`src/rtl/cdc_sched_pkg.sv`:
```
// Shared types and helpers for the CDC pulse scheduler.
// Holds the FSM state encoding, the timer width rule and the round-robin index step.
package cdc_sched_pkg;

   typedef enum logic [1:0] {
      ST_IDLE     = 2'd0,
      ST_LAUNCH   = 2'd1,
      ST_WAIT_ACK = 2'd2,
      ST_GAP      = 2'd3
   } sched_state_e;

   // Width of a counter that must hold values 0..max_val.
   function automatic int cnt_width(input int max_val);
      return (max_val < 1) ? 1 : $clog2(max_val + 1);
   endfunction

   function automatic int next_idx(input int idx, input int n);
      return (idx + 1 >= n) ? 0 : idx + 1;
   endfunction

endpackage

```
`src/rtl/cdc_pulse_scheduler_rr_arbiter.sv`:
```
// Combinational round-robin pick.
// Searches ptr+1, ptr+2, ... with wrap and returns the first requester found.
module rr_arbiter
   import cdc_sched_pkg::*;
#(
   parameter int N_REQ = 4,
   parameter int ID_W  = $clog2(N_REQ)
) (
   input  logic [N_REQ-1:0] req_i,
   input  logic [ID_W-1:0]  ptr_i,
   output logic [N_REQ-1:0] gnt_o,
   output logic [ID_W-1:0]  idx_o,
   output logic             vld_o
);

   logic [ID_W-1:0] cand;

   always_comb begin
      gnt_o = '0;
      idx_o = '0;
      vld_o = 1'b0;
      cand  = ptr_i;
      for (int i = 0; i < N_REQ; i++) begin
         cand = ID_W'(next_idx(int'(cand), N_REQ));
         if (!vld_o && req_i[cand]) begin
            vld_o       = 1'b1;
            idx_o       = cand;
            gnt_o[cand] = 1'b1;
         end
      end
   end

endmodule

```
`src/rtl/cdc_pulse_scheduler.sv`:
```
// Round-robin scheduler sharing one toggle-synchronizer pulse channel between requesters.
// Launches one pulse per grant, waits for the returned ack (with timeout), then idles GAP cycles.
//
//   state       | meaning
//   ------------+-----------------------------------------------------------
//   ST_IDLE     | arbitrating; latches winner's payload/index on a request
//   ST_LAUNCH   | one cycle: pulse_o and grant_o asserted
//   ST_WAIT_ACK | counting cycles until ack_i or TIMEOUT expiry
//   ST_GAP      | enforced idle gap before the next arbitration
module cdc_pulse_scheduler
   import cdc_sched_pkg::*;
#(
   parameter int N_REQ     = 4,
   parameter int PAYLOAD_W = 8,
   parameter int TIMEOUT   = 64,
   parameter int GAP       = 2,
   parameter int ID_W      = $clog2(N_REQ)
) (
   input  logic                       clka_i,
   input  logic                       arst_n_i,
   input  logic [N_REQ-1:0]           req_i,
   input  logic [N_REQ*PAYLOAD_W-1:0] payload_i,
   output logic [N_REQ-1:0]           grant_o,
   output logic [N_REQ-1:0]           done_o,
   output logic [N_REQ-1:0]           err_o,
   output logic                       pulse_o,
   output logic [PAYLOAD_W-1:0]       hold_data_o,
   output logic [ID_W-1:0]            hold_id_o,
   input  logic                       ack_i,
   output logic                       busy_o,
   output logic                       stray_ack_o
);

   localparam int TMR_W = cnt_width(TIMEOUT);
   localparam int GAP_W = cnt_width(GAP);

   sched_state_e         state_q;
   logic [ID_W-1:0]      ptr_q;
   logic [ID_W-1:0]      hold_id_q;
   logic [PAYLOAD_W-1:0] hold_data_q;
   logic [N_REQ-1:0]     hold_oh_q;
   logic [TMR_W-1:0]     wait_cnt_q;
   logic [GAP_W-1:0]     gap_cnt_q;
   logic [N_REQ-1:0]     grant_q;
   logic [N_REQ-1:0]     done_q;
   logic [N_REQ-1:0]     err_q;
   logic                 pulse_q;
   logic                 stray_q;

   logic [N_REQ-1:0]     arb_gnt;
   logic [ID_W-1:0]      arb_idx;
   logic                 arb_vld;
   logic [PAYLOAD_W-1:0] sel_payload;

   rr_arbiter #(
      .N_REQ (N_REQ),
      .ID_W  (ID_W)
   ) u_arb (
      .req_i (req_i),
      .ptr_i (ptr_q),
      .gnt_o (arb_gnt),
      .idx_o (arb_idx),
      .vld_o (arb_vld)
   );

   always_comb begin
      sel_payload = '0;
      for (int k = 0; k < N_REQ; k++) begin
         if (arb_idx == ID_W'(k)) sel_payload = payload_i[k*PAYLOAD_W +: PAYLOAD_W];
      end
   end

   always_ff @(posedge clka_i or negedge arst_n_i) begin
      if (!arst_n_i) begin
         state_q     <= ST_IDLE;
         ptr_q       <= ID_W'(N_REQ - 1);
         hold_id_q   <= '0;
         hold_data_q <= '0;
         hold_oh_q   <= '0;
         wait_cnt_q  <= '0;
         gap_cnt_q   <= '0;
         grant_q     <= '0;
         done_q      <= '0;
         err_q       <= '0;
         pulse_q     <= 1'b0;
         stray_q     <= 1'b0;
      end else begin
         grant_q <= '0;
         done_q  <= '0;
         err_q   <= '0;
         pulse_q <= 1'b0;
         stray_q <= ack_i && (state_q != ST_WAIT_ACK);
         case (state_q)
            ST_IDLE: begin
               if (arb_vld) begin
                  hold_data_q <= sel_payload;
                  hold_id_q   <= arb_idx;
                  hold_oh_q   <= arb_gnt;
                  ptr_q       <= arb_idx;
                  grant_q     <= arb_gnt;
                  pulse_q     <= 1'b1;
                  state_q     <= ST_LAUNCH;
               end
            end
            ST_LAUNCH: begin
               wait_cnt_q <= '0;
               state_q    <= ST_WAIT_ACK;
            end
            ST_WAIT_ACK: begin
               // An ack on the last allowed cycle still counts as success.
               if (ack_i) begin
                  done_q    <= hold_oh_q;
                  gap_cnt_q <= '0;
                  state_q   <= ST_GAP;
               end else if (wait_cnt_q == TMR_W'(TIMEOUT - 1)) begin
                  err_q     <= hold_oh_q;
                  gap_cnt_q <= '0;
                  state_q   <= ST_GAP;
               end else begin
                  wait_cnt_q <= wait_cnt_q + TMR_W'(1);
               end
            end
            ST_GAP: begin
               if (gap_cnt_q == GAP_W'(GAP - 1)) state_q <= ST_IDLE;
               else gap_cnt_q <= gap_cnt_q + GAP_W'(1);
            end
            default: state_q <= ST_IDLE;
         endcase
      end
   end

   assign grant_o     = grant_q;
   assign done_o      = done_q;
   assign err_o       = err_q;
   assign pulse_o     = pulse_q;
   assign hold_data_o = hold_data_q;
   assign hold_id_o   = hold_id_q;
   assign stray_ack_o = stray_q;
   assign busy_o      = (state_q != ST_IDLE);

endmodule
```
`config.mk`:
```
export PLATFORM = sky130hd
export DESIGN_NAME = cdc_pulse_scheduler
export DESIGN_NICKNAME = d
export VERILOG_FILES = /design/src/rtl/cdc_sched_pkg.sv /design/src/rtl/cdc_pulse_scheduler_rr_arbiter.sv /design/src/rtl/cdc_pulse_scheduler.sv
export SDC_FILE = /design/constraint.sdc
export NUM_CORES = 1
export LEC_CHECK = 0
export ABC_CLOCK_PERIOD_IN_PS = 2500
export CORE_ASPECT_RATIO = 0.6
export CORE_MARGIN = 4
export CORE_UTILIZATION = 44
export DETAILED_ROUTE_END_ITERATION = 10
export PLACE_DENSITY = 0.79
export SLEW_MARGIN = 20
export SYNTH_ARGS = -nofsm -noshare
export SYNTH_HDL_FRONTEND = slang
export SYNTH_SLANG_ARGS = --single-unit
export TNS_END_PERCENT = 10
```
`constraint.sdc`:
```
create_clock -name clka_i -period 2.5 [get_ports clka_i]
set_input_delay 0.5 -clock clka_i [delete_from_list [all_inputs] [get_ports clka_i]]
set_output_delay 0.5 -clock clka_i [all_outputs]
set_load 0.02 [all_outputs]
```
-- Word level (Yosys, flattened, before mapping)
Index checks and enable logic that the tools add are counted.
- output and inout port bits: 25
- bits in registers: 41
- logic and storage cells: 125
- input bits: 39
- $lt $le $gt $ge: 12
- eq/ne operators: 15
- mux-type cells: 57
- $add $sub $neg: 6
- bitwise gates (word level): 3
- reductions and logical operators: 20
- operator list (kind ; number):
    $mux 4 ; 11
    $mux 8 ; 4
    $mux 2 ; 15
    $mux 1 ; 14
    $mux 7 ; 2
    $pmux 7 s2 ; 1
    $add 2x1->3 const B ; 4
    $ge 3x3->1 const B ; 4
    $lt 2x3->1 const B ; 4
    $ne 2x2->1 const B ; 6
    $or 4x4->4 ; 3
    $reduce_and 3->1 ; 3
    $bmux 1 s2 ; 4
    $demux 1 s2 ; 4
    $eq 2x2->1 const B ; 4
    $ge 2x1->1 const B ; 4
    $logic_and 1x1->1 ; 8
    $pmux 2 s4 ; 1
    $add 7x1->7 const B ; 1
    $eq 7x6->1 const B ; 1
    $eq 2x1->1 const B ; 3
    $reduce_bool 2->1 ; 3
    $logic_not 2->1 ; 2
    $pmux 2 s2 ; 1
    other kinds (4) ; 6

-- Logic depth before layout (Yosys ltp)
Gate-level depths: netlist of the first run.
- depth after elaboration: 21
- gate-level depth with buffers: 10
- gate-level depth less buffers: 8

-- Hierarchy
From an unflattened synthesis of the first run, not the netlist that was laid out.
- cell total of the unflattened synthesis: 245
- area total of the unflattened synthesis: 2622.5 um^2
- modules (own cells, without submodules) (module ; cells an instance ; times used ; area an instance (um^2) ; seq. area each (um^2)):
    cdc_pulse_scheduler ; 151 ; 1 ; 1931.9 ; 1028.5
    rr_arbiter ; 94 ; 1 ; 690.7 ; 0.0

-- Worst setup path after synthesis of the first run
No wires, ideal clock.
- path kind: reg-to-reg
- start point: register ptr_q[0]
- end point: register hold_oh_q[0]
- arrival time: 2.450 ns
- data required time: 2.359 ns
- period minus slack after synthesis: 2.591 ns
- path buffers: 3
- setup slack: -0.091 ns
- library setup time: 0.141 ns
- stages on the path, launching flop included: 11
- cells stage by stage: dfstp_2 > buf_2 > inv_1 > ha_1 > buf_2 > buf_2 > and3b_1 > a32oi_1 > nand2_1 > a222oi_1 > a31oi_1
- longest elaborated chain between the ends: 18
- elaborated cells on any way between the ends: 58
- classes of those cells: add/sub (4); order compare (12); mux (28); bitwise (3); reduce/logical (11)
- RTL lines (element ; RTL line ; source):
    from (decl) ; cdc_pulse_scheduler.sv:38 ; logic [ID_W-1:0] ptr_q;
    from (signal assigned) ; cdc_pulse_scheduler.sv:76 ; ptr_q <= ID_W'(N_REQ - 1);
    from (signal assigned) ; cdc_pulse_scheduler.sv:99 ; ptr_q <= arb_idx;
    $add 2x1->3 (*) ; cdc_sched_pkg.sv:18 ; return (idx + 1 >= n) ? 0 : idx + 1;
    $ge 3x3->1 ; cdc_sched_pkg.sv:18 ;
    $mux 2 (*) ; cdc_sched_pkg.sv:18 ;
    $add 2x1->3 ; cdc_sched_pkg.sv:18 ;
    $ge 3x3->1 ; cdc_sched_pkg.sv:18 ;
    $mux 2 ; cdc_sched_pkg.sv:18 ;
    $add 2x1->3 ; cdc_sched_pkg.sv:18 ;
    $ge 3x3->1 ; cdc_sched_pkg.sv:18 ;
    (+2 left out) ; -- ;
    $ge 3x3->1 ; cdc_sched_pkg.sv:18 ;
    $mux 2 ; cdc_sched_pkg.sv:18 ;
    $lt 2x3->1 (not written as such) / $ge 2x1->1 (equally long branches) ; cdc_pulse_scheduler_rr_arbiter.sv:28 ; gnt_o[cand] = 1'b1;
    $logic_and 1x1->1 (not written as such) ; cdc_pulse_scheduler_rr_arbiter.sv:28 ;
    $mux 1 (not written as such) ; cdc_pulse_scheduler_rr_arbiter.sv:28 ;
    $demux 1 s2 ; -- ;
    $or 4x4->4 (no source line) ; -- ;
    $mux 4 ; cdc_pulse_scheduler_rr_arbiter.sv:25 ; if (!vld_o && req_i[cand]) begin
    to (signal assigned) ; cdc_pulse_scheduler.sv:98 ; hold_oh_q <= arb_gnt;
    to (decl) ; cdc_pulse_scheduler.sv:41 ; logic [N_REQ-1:0] hold_oh_q;
Every way passes the cells marked *; elsewhere a longest branch is shown, timed or not. The select of a mux whose other input is x is not followed.
A chain may end at the register's enable or synchronous reset.

-- Worst setup path in the final report of the first run
- start point: register ptr_q[1]
- end point: register hold_oh_q[2]
The elaborated chain is that of the path after synthesis.

==> impl_metrics.json, run 1 <==
{
  "worstHoldPathType": "input pin to async pin",
  "post_synth_and_or_nand_nor_area_fraction": 0.2264,
  "mux_cell_area_share_after_synthesis": 0.04194,
  "main_combinational_cell_family_by_area_after_synthesis": "simple AND/OR/NAND/NOR gates",
  "synth_nets": 321,
  "antenna_found_initial": 0,
  "antenna_left": 0,
  "synthXorXnorAreaFrac": 0.007074,
  "nNetsFinal": 396,
  "maxClockFrequency_ghz": 0.4141,
  "gr-usage-all-layers": 0.1933,
  "hold_violations": 0,
  "start_kind": "flip-flop",
  "die_area_mm2": 0.006931,
  "synth.area.top_cells": "sky130_fd_sc_hd__dfrtp_1, sky130_fd_sc_hd__ha_1, sky130_fd_sc_hd__nand2_1",
  "timing.setup.tns_ps": 0,
  "adder_cell_area_share_of_the_yosys_netlist": 0.07074,
  "rsz_0062_raised_after_global_routing": "no",
  "clk_latency_ps": 290,
  "die_h_um": 66.11,
  "synthDominantAreaCellType": "sky130_fd_sc_hd__dfrtp_1",
  "leakage_nw": 1.494,
  "detailed_route_via_count": 2321,
  "drt_pass1_iterations": 4,
  "timing_max_transition_violations_final": 0,
  "crit_path_cell_trace": "inv_2 > ha_4 > buf_4 > and3b_1 > a32oi_1 > nand2_1 > buf_4 > a222oi_1 > a31oi_1",
  "final_period_minus_worst_setup_slack_ps": 2415,
  "max_h_tree_level": 2,
  "synth_compound_gate_area_share": 0.1935,
  "syn_avg_cell_area_um2": 9.239,
  "port-buffer-count": 63,
  "critical_path.reg2reg.endpoint": "hold_oh_q[2]",
  "worst_path_largest_cell_delay_ps": 600,
  "detailed_place_hpwl_mm": 4.988,
  "critPathMaxFanout": 8,
  "floorplan.die.width_um": 104.8,
  "grt_pass1_wl_mm": 10.63,
  "yosysWarnings": 0,
  "outcome": "finished, final reports clean",
  "vdd_ir_drop_max_mv": 0.6176,
  "root_buffer": "sky130_fd_sc_hd__clkbuf_8",
  "r2r_slack_ps": 90,
  "vias_in_the_first_global_route": 2250,
  "synth_top_area_share": 0.3941,
  "gp_congestion": 0.8883,
  "number_of_distinct_library_cell_variants_in_the_gate_level_netlist_after_synthesis": 45,
  "num_rows": 20,
  "relSlewSlack": 0.4006,
  "power_density_mw_per_mm2": 1137,
  "grt_start_max_net_pins": 42,
  "cp.arrival_ps": 2580,
  "layout_commonest_cell": "sky130_fd_sc_hd__clkdlybuf4s50_1",
  "tritoncts": "built",
  "synth-edff-count": 0,
  "cap_violations": 0,
  "cpMostUsedCell": "sky130_fd_sc_hd__buf_4",
  "drt_iter0_drc": 153,
  "cp.required_ps": 2670,
  "netlist_instances": 268,
  "timing.setup.critical_path_class": "flip-flop to flip-flop",
  "grt_overflow_total": 0,
  "synth_flop_cell": "sky130_fd_sc_hd__dfrtp_1",
  "p_total_w": 0.003831,
  "area.growth.synth_to_final_pct": 36.13,
  "kind_of_capture_point_of_the_worst_setup_path": "flip-flop",
  "postRouteWirelength_mm": 6.496,
  "mostFrequentLayoutCells": "sky130_fd_sc_hd__clkdlybuf4s50_1, sky130_fd_sc_hd__nand2_1, sky130_fd_sc_hd__dfrtp_1, sky130_fd_sc_hd__buf_4, sky130_fd_sc_hd__nor2_1",
  "clk_transition_reported_paths_ps": 90,
  "cts_max_path_buffers": 2,
  "cts.sinks": 41,
  "final.setup_skew_ps": 8.045,
  "postSynthRegisterBits": 41,
  "pin_count": 64,
  "finalCritPeriodShare": 0.9659,
  "crit-reg2reg-launch": "ptr_q[1]",
  "tightestPinTransition_ps": 899.1,
  "postSynth.asyncResetShare": 1.000,
  "post-route-drc-count": 0,
  "initial_utilization": 0.4712,
  "finalSetupViolCount": 0,
  "startpoint": "ptr_q[1]",
  "sequential_cell_area_fraction_in_the_yosys_report": 0.4154,
  "fin_util": 0.6414,
  "route.detailed.vias_per_inst": 5.661,
  "cp_slowest_cell": "sky130_fd_sc_hd__dfstp_2",
  "ff2ff_path_depth": 9,
  "routedWlPerCell_um": 15.84,
  "whs_ps": 323.8,
  "synth_area_mm2": 0.002476,
  "diodes": 0,
  "cts_inserted_buffers": 5,
  "share_of_post_route_cells_with_drive_strength_above_1": 0.1192,
  "design.core.area_mm2": 0.005255
}
where the power goes:
part / internal, W / leakage [nW] / switching, W / total (W)
logic: 0.00105 / 0.922 / 0.00126 / 0.00232
clock network: 0.000224 / 0.0512 / 0.000234 / 0.000458
registers: 0.000899 / 0.520 / 0.000157 / 0.00106
logic make-up (layout without fill, tap and decap cells):
kind of cell             Yosys count  in the layout
adder cells (fa/ha/maj)           14             14
flip-flops                        41             41
AND/OR/NAND/NOR                  113            113
AO/OA/AOI/OAI                     65             65
buffers and inverters             23             99
XOR/XNOR                           2              2
multiplexers                      10             10
per-stage QoR:
stage                     cell area [um2]  instances  worst slack [ps]
after floorplan                      2486        268             11.83
after global placement               3231        399             96.02
after detailed placement             3231        399             41.49
after CTS                            3327        407             19.20
after global routing                 3371        410             11.80
final                                3371        410             85.14
worst max path at each step:
stage	to	depth (start not counted)
2_1_floorplan	hold_oh_q[3]	10
3_3_place_gp	hold_oh_q[1]	6
6_report	hold_oh_q[2]	9
5_1_grt	grant_o[2]	9
3_5_place_dp	hold_oh_q[0]	8
4_1_cts	hold_oh_q[0]	8
critical path: cells and delay by family, from the launching register on:
family	cells	cell delay (ps)
simple gates	2	320
fa+ha+maj	1	250
flops	1	600
buf+inv	3	410
compound gates	3	710
routing by layer:
metal  global-route usage  wire, um  up-vias
li1                     -         -     1123
met2               0.3019      2743       91
met3              0.06634       592        8
met5                    0         0        -
met1               0.2557      3092     1099
met4              0.05728        68        0
Yosys cell counts (3+ instances only):
library cell	n
sky130_fd_sc_hd__and2_1	6
sky130_fd_sc_hd__nor2_1	17
sky130_fd_sc_hd__nor3b_1	3
sky130_fd_sc_hd__a22o_1	7
sky130_fd_sc_hd__nor2b_1	3
sky130_fd_sc_hd__mux2_2	3
sky130_fd_sc_hd__a222oi_1	3
sky130_fd_sc_hd__ha_1	14
sky130_fd_sc_hd__a211oi_1	11
sky130_fd_sc_hd__a21oi_1	12
sky130_fd_sc_hd__nand3_1	7
sky130_fd_sc_hd__o21ai_0	9
sky130_fd_sc_hd__a31oi_1	4
sky130_fd_sc_hd__and3_1	6
sky130_fd_sc_hd__clkbuf_1	4
sky130_fd_sc_hd__buf_2	8
sky130_fd_sc_hd__nand4_1	4
sky130_fd_sc_hd__o31ai_1	4
sky130_fd_sc_hd__dfrtp_1	39
sky130_fd_sc_hd__a21o_1	3
sky130_fd_sc_hd__nand2b_1	4
sky130_fd_sc_hd__nor3_1	13
sky130_fd_sc_hd__and4_1	3
sky130_fd_sc_hd__mux2i_1	7
sky130_fd_sc_hd__inv_1	9
sky130_fd_sc_hd__nor4b_1	3
sky130_fd_sc_hd__nand2_1	40
state kept, by name, summed over array words and instances, names as in the netlist:
name         cells
hold_data_o      8
stray_ack_o      1
ptr_q            2
err_o            4
gap_cnt_q        2
grant_o          4
pulse_o          1
wait_cnt_q       7
hold_id_o        2
hold_oh_q        4
state_q          2
done_o           4
cell type report:
type                            count  area [um2]
Multi-Input combinational cell    204        1361
Fill cell                         429        1884
Sequential cell                    41        1028
Tap cell                           66       82.58
Clock inverter                      2       13.76
Inverter                            9       33.78
Timing Repair Buffer               82       768.2
Clock buffer                        6       82.58
repair_timing:
| action | in CTS | in global routing |
|---|---|---|
| setup buffers | 0 | 3 |
| hold buffers | 0 | 0 |
| endpoints found under the setup margin | 0 | 17 |
| resized for setup | 0 | 4 |
Power figures use the tool's default switching activity.
==> inputs of run 2 (changes only) <==
--- a/config.mk
+++ b/config.mk
@@ -5,12 +5,12 @@
 export SDC_FILE = /design/constraint.sdc
 export NUM_CORES = 1
 export LEC_CHECK = 0
-export ABC_CLOCK_PERIOD_IN_PS = 2500
+export ABC_CLOCK_PERIOD_IN_PS = 2800
 export CORE_ASPECT_RATIO = 0.6
-export CORE_MARGIN = 4
-export CORE_UTILIZATION = 44
+export CORE_MARGIN = 2
+export CORE_UTILIZATION = 45
 export DETAILED_ROUTE_END_ITERATION = 10
-export PLACE_DENSITY = 0.79
+export PLACE_DENSITY = 0.78
 export SLEW_MARGIN = 20
 export SYNTH_ARGS = -nofsm -noshare
 export SYNTH_HDL_FRONTEND = slang
==> constraint.sdc (replaced) <==
create_clock -name clka_i -period 2.8 [get_ports clka_i]
set_input_delay 0.56 -clock clka_i [delete_from_list [all_inputs] [get_ports clka_i]]
set_output_delay 0.56 -clock clka_i [all_outputs]
set_load 0.02 [all_outputs]
==> impl_metrics.json, run 2 (synthesis results as in run 1) <==
{
  "outcome": "finished, final reports clean",
  "antenna_found_initial": 0,
  "postRouteWirelength_mm": 6.372,
  "vdd_ir_drop_max_mv": 0.3333,
  "relSlewSlack": 0.4078,
  "share_of_post_route_cells_with_drive_strength_above_1": 0.08383,
  "post_cts.resized_instances": 0,
  "regArea_mm2": 0.001028,
  "gp_congestion": 0.9595,
  "drt_iter0_drc": 151,
  "leakage_nw": 1.453,
  "diodes": 0,
  "area.growth.synth_to_final_pct": 33.05,
  "route.detailed.vias_per_inst": 5.645,
  "grt_pass1_wl_mm": 10.35,
  "drt_pass1_iterations": 4,
  "tritoncts": "built",
  "cts.hold.buffers_added": 0,
  "timing.setup.critical_path_class": "flip-flop to flip-flop",
  "cts_inserted_buffers": 5,
  "cts_max_path_buffers": 2,
  "cts.repair_timing.setup_buffer_count": 0,
  "r2r_slack_ps": 160,
  "kind_of_capture_point_of_the_worst_setup_path": "flip-flop",
  "final_period_minus_worst_setup_slack_ps": 2636,
  "tightestPinTransition_ps": 888.3,
  "nNetsFinal": 386,
  "pre_cts_ws_ps": 153.4,
  "layout_commonest_cell": "sky130_fd_sc_hd__clkdlybuf4s50_1",
  "grt_overflow_total": 0,
  "setup_slack_ps": 163.9,
  "grt_start_max_net_pins": 42,
  "maxClockFrequency_ghz": 0.3793,
  "whs_ps": 382.3,
  "floorplan.die.width_um": 99.77,
  "routedWlPerCell_um": 15.93,
  "cap_violations": 0,
  "multi_input_area_mm2": 0.001336,
  "power_share_of_the_combinational_group": 0.575,
  "post-route-drc-count": 0,
  "finalCritPeriodShare": 0.9415,
  "internal_power_w": 0.001937,
  "die_area_mm2": 0.006132,
  "initial_utilization": 0.4780,
  "rsz_0062_raised_after_global_routing": "no",
  "fin_util": 0.6360,
  "netSwitchingFraction": 0.4312,
  "timing_max_transition_violations_final": 0,
  "cp.arrival_ps": 2840,
  "cts.sinks": 41,
  "final.setup_skew_ps": 3.047,
  "root_buffer": "sky130_fd_sc_hd__clkbuf_8",
  "switching_power_w": 0.001468,
  "port-buffer-count": 63,
  "mostFrequentLayoutCells": "sky130_fd_sc_hd__clkdlybuf4s50_1, sky130_fd_sc_hd__nand2_1, sky130_fd_sc_hd__dfrtp_1, sky130_fd_sc_hd__nor2_1, sky130_fd_sc_hd__ha_1",
  "finalSetupViolCount": 0,
  "cp.required_ps": 3000,
  "timing.setup.tns_ps": 0,
  "gr-usage-all-layers": 0.2205,
  "clk_transition_reported_paths_ps": 80,
  "max_h_tree_level": 2,
  "num_rows": 20,
  "seqPwrFrac": 0.279,
  "pin_count": 64,
  "die_h_um": 61.46,
  "clock_power_share": 0.146,
  "power_density_mw_per_mm2": 1034,
  "design.core.area_mm2": 0.005180,
  "clk_latency_ps": 300,
  "start_kind": "flip-flop",
  "detailed_place_hpwl_mm": 4.916,
  "vias_in_the_first_global_route": 2194,
  "critPathMaxFanout": 6,
  "hold_violations": 0,
  "n_fill_cell": 439,
  "worstHoldPathType": "input pin to async pin",
  "largest_reg_flops": 8,
  "antenna_left": 0,
  "detailed_route_via_count": 2258
}
## run 2: per-stage QoR
| stage | power (W) | instance area, um2 | std cells |
|---|---|---|---|
| 2_1_floorplan | 0.002224 | 2476 | 268 |
| 3_5_place_dp | 0.002888 | 3174 | 392 |
| 3_3_place_gp | 0.002844 | 3174 | 392 |
| 5_1_grt | 0.003656 | 3294 | 400 |
| 4_1_cts | 0.003399 | 3294 | 400 |
| 6_report | 0.003405 | 3294 | 400 |
## run 2: power groups by stage
| stage | Clock, W | Sequential, W | Combinational [W] |
|---|---|---|---|
| finish | 0.000496 | 0.000950 | 0.00196 |
| detailed placement | 0 | 0.000961 | 0.00193 |
| CTS | 0.000506 | 0.000950 | 0.00194 |
| global placement | 0 | 0.000957 | 0.00189 |
| floorplan | 0 | 0.00106 | 0.00117 |
| global route | 0.000532 | 0.000977 | 0.00215 |
## run 2: worst max-delay path, stage by stage, from the launching register on
cell and delay, ps:
sky130_fd_sc_hd__dfstp_2 620, sky130_fd_sc_hd__inv_1 80, sky130_fd_sc_hd__ha_1 360, sky130_fd_sc_hd__buf_4 190, sky130_fd_sc_hd__o31a_1 290, sky130_fd_sc_hd__nor2_1 420, sky130_fd_sc_hd__mux2i_1 280, sky130_fd_sc_hd__nor3_1 70
sky130_fd_sc_hd__a211oi_1 240
## run 2: per-layer routing
| layer | track usage | share of wire | vias up | wire length (um) |
|---|---|---|---|---|
| li1 | - | - | 1103 | - |
| met3 | 0.07605 | 0.10 | 13 | 650 |
| met2 | 0.3456 | 0.41 | 106 | 2630 |
| met1 | 0.2961 | 0.47 | 1036 | 2978 |
| met4 | 0.06458 | 0.018 | 0 | 112 |
| met5 | 0 | 0 | - | 0 |
## run 2: worst paths after layout
path / start / depth (start not counted) / endpoint
worst max register to register: ptr_q[0] / 8 / hold_data_o[7]
max in group asynchronous: arst_n_i / 1 / hold_data_o[2]
worst min-delay path: arst_n_i / 1 / grant_o[1]
worst min register to register: hold_data_o[3] / 2 / hold_data_o[3]
worst max-delay path: ptr_q[0] / 8 / hold_data_o[7]
min in group clka_i: hold_data_o[3] / 2 / hold_data_o[3]
## run 2: area by class of cell
type / count / share of cell area
clock inverter: 2 / 0.01139
inverter: 9 / 0.01025
clock buffer: 6 / 0.02507
multi-input combinational: 204 / 0.4056
timing repair buffer: 72 / 0.2104
sequential: 41 / 0.3122
tap: 66 / 0.02507
==> inputs of run 3 (changes only) <==
--- a/config.mk
+++ b/config.mk
@@ -10,8 +10,7 @@
 export CORE_MARGIN = 2
 export CORE_UTILIZATION = 45
 export DETAILED_ROUTE_END_ITERATION = 10
-export PLACE_DENSITY = 0.78
-export SLEW_MARGIN = 20
+export PLACE_DENSITY = 0.75
 export SYNTH_ARGS = -nofsm -noshare
 export SYNTH_HDL_FRONTEND = slang
 export SYNTH_SLANG_ARGS = --single-unit
==> impl_metrics.json, run 3 (synthesis results as in run 1) <==
{
  "outcome": "finished, final reports clean",
  "gp_congestion": 0.8469,
  "fin_util": 0.6314,
  "layout_commonest_cell": "sky130_fd_sc_hd__clkdlybuf4s50_1",
  "routedWlPerCell_um": 15.40,
  "antenna_left": 0,
  "start_kind": "flip-flop",
  "port-buffer-count": 63,
  "gr-usage-all-layers": 0.2144,
  "finalCritPeriodShare": 0.9193,
  "grt_overflow_total": 0,
  "cp.arrival_ps": 2750,
  "largest_reg_flops": 8,
  "vdd_ir_drop_max_mv": 0.3361,
  "kind_of_capture_point_of_the_worst_setup_path": "flip-flop",
  "cts.sinks": 41,
  "grt_start_max_net_pins": 42,
  "tightestPinTransition_ps": 878.3,
  "timing_max_transition_violations_final": 0,
  "clk_latency_ps": 290,
  "grt_pass1_wl_mm": 10.16,
  "dp.cells": 392,
  "hold_violations": 0,
  "cp.required_ps": 2980,
  "mostFrequentLayoutCells": "sky130_fd_sc_hd__clkdlybuf4s50_1, sky130_fd_sc_hd__nand2_1, sky130_fd_sc_hd__dfrtp_1, sky130_fd_sc_hd__nor2_1, sky130_fd_sc_hd__ha_1",
  "cts.hold.buffers_added": 0,
  "pin_count": 64,
  "seqPwrFrac": 0.286,
  "final_period_minus_worst_setup_slack_ps": 2574,
  "layout.cells.non_filler": 400,
  "maxClockFrequency_ghz": 0.3885,
  "antenna_found_initial": 0,
  "cts.repair_timing.setup_buffer_count": 0,
  "internal_power_w": 0.001830,
  "power_density_mw_per_mm2": 995.7,
  "diodes": 0,
  "pre_cts_ws_ps": 164.2,
  "initial_utilization": 0.4780,
  "route.detailed.vias_per_inst": 5.703,
  "startpoint": "ptr_q[1]",
  "clk_transition_reported_paths_ps": 80,
  "drt_pass1_iterations": 6,
  "rsz_0062_raised_after_global_routing": "no",
  "share_of_post_route_cells_with_drive_strength_above_1": 0.08383,
  "root_buffer": "sky130_fd_sc_hd__clkbuf_8",
  "switching_power_w": 0.001427,
  "critPathMaxFanout": 13,
  "worstHoldPathType": "input pin to async pin",
  "floorplan.die.width_um": 99.77,
  "post-route-drc-count": 0,
  "die_area_mm2": 0.006132,
  "p_total_w": 0.003257,
  "postRouteWirelength_mm": 6.160,
  "n_fill_cell": 431,
  "design.core.area_mm2": 0.005180,
  "drt_iter0_drc": 160,
  "vias_in_the_first_global_route": 2049,
  "cts_max_path_buffers": 2,
  "cts_inserted_buffers": 5,
  "setup_slack_ps": 226.0,
  "area.growth.synth_to_final_pct": 32.09,
  "final.setup_skew_ps": 8.312,
  "max_h_tree_level": 2,
  "relSlewSlack": 0.4145,
  "leakage_nw": 1.446,
  "finalSetupViolCount": 0,
  "tritoncts": "built",
  "clock_power_share": 0.123,
  "detailed_place_hpwl_mm": 4.745,
  "timing.setup.tns_ps": 0,
  "timing.setup.critical_path_class": "flip-flop to flip-flop",
  "nNetsFinal": 386,
  "detailed_route_via_count": 2281,
  "netSwitchingFraction": 0.4381,
  "power_share_of_the_combinational_group": 0.591,
  "die_h_um": 61.46,
  "crit-reg2reg-launch": "ptr_q[1]",
  "num_rows": 20,
  "post_cts.resized_instances": 0,
  "cap_violations": 0
}
==> run 3: changes by cell type in the layout (fill, tap and decap cells not counted), sizes merged <==
cell and delta:
clkinv +2, bufinv -1, clkinvlp -1
==> run 3: worst max-delay path, cell delays in order, from the launching register on <==
cell	delay (ps)
sky130_fd_sc_hd__dfstp_2	590
sky130_fd_sc_hd__inv_1	110
sky130_fd_sc_hd__ha_1	340
sky130_fd_sc_hd__buf_4	200
sky130_fd_sc_hd__o31a_1	300
sky130_fd_sc_hd__o21ai_0	210
sky130_fd_sc_hd__and2_1	360
sky130_fd_sc_hd__a211oi_1	100
sky130_fd_sc_hd__o31ai_1	260
==> run 3: through the flow <==
step / area (um2) / hold slack [ps]
floorplan: 2476 / 264.4
global placement: 3174 / 463.2
detailed placement: 3174 / 471.4
CTS: 3271 / 412.7
global route: 3271 / 457.1
finish: 3271 / 382.1
==> run 3: metal layers <==
metal / track usage / vias to the layer above / part of all wire
met3: 0.06016 / 4 / 0.087
met4: 0.03131 / 0 / 0.0041
met1: 0.3181 / 1061 / 0.49
met2: 0.3224 / 110 / 0.42
li1: - / 1106 / -
met5: 0 / - / 0
==> run 3: layout make-up <==
type	instances	area [um2]	share of cell area
multi-input cells	204	1336	0.4086
well taps	66	82.58	0.02525
flip-flops and latches	41	1028	0.3145
repair buffers	72	693.2	0.2119
clock inverters	2	13.76	0.004208
clock buffers	6	82.58	0.02525
inverters	9	33.78	0.01033
==> run 3: worst paths after layout <==
check | to | slack [ps] | depth (start not counted)
worst max-delay path | hold_data_o[4] | 230 | 8
worst min-delay path | hold_id_o[0] | 380 | 1
worst max register to register | hold_data_o[4] | 230 | 8
worst min register to register | hold_id_o[0] | 480 | 2
max in group asynchronous | hold_data_o[6] | 1870 | 1
min in group clka_i | hold_id_o[0] | 480 | 2
==> run 3: power groups by stage <==
stage	Combinational, W	Clock (W)	Sequential, W
2_1_floorplan	0.00117	0	0.00106
3_5_place_dp	0.00190	0	0.000944
3_3_place_gp	0.00187	0	0.000939
4_1_cts	0.00192	0.000409	0.000934
5_1_grt	0.00211	0.000429	0.000958
6_report	0.00192	0.000400	0.000932
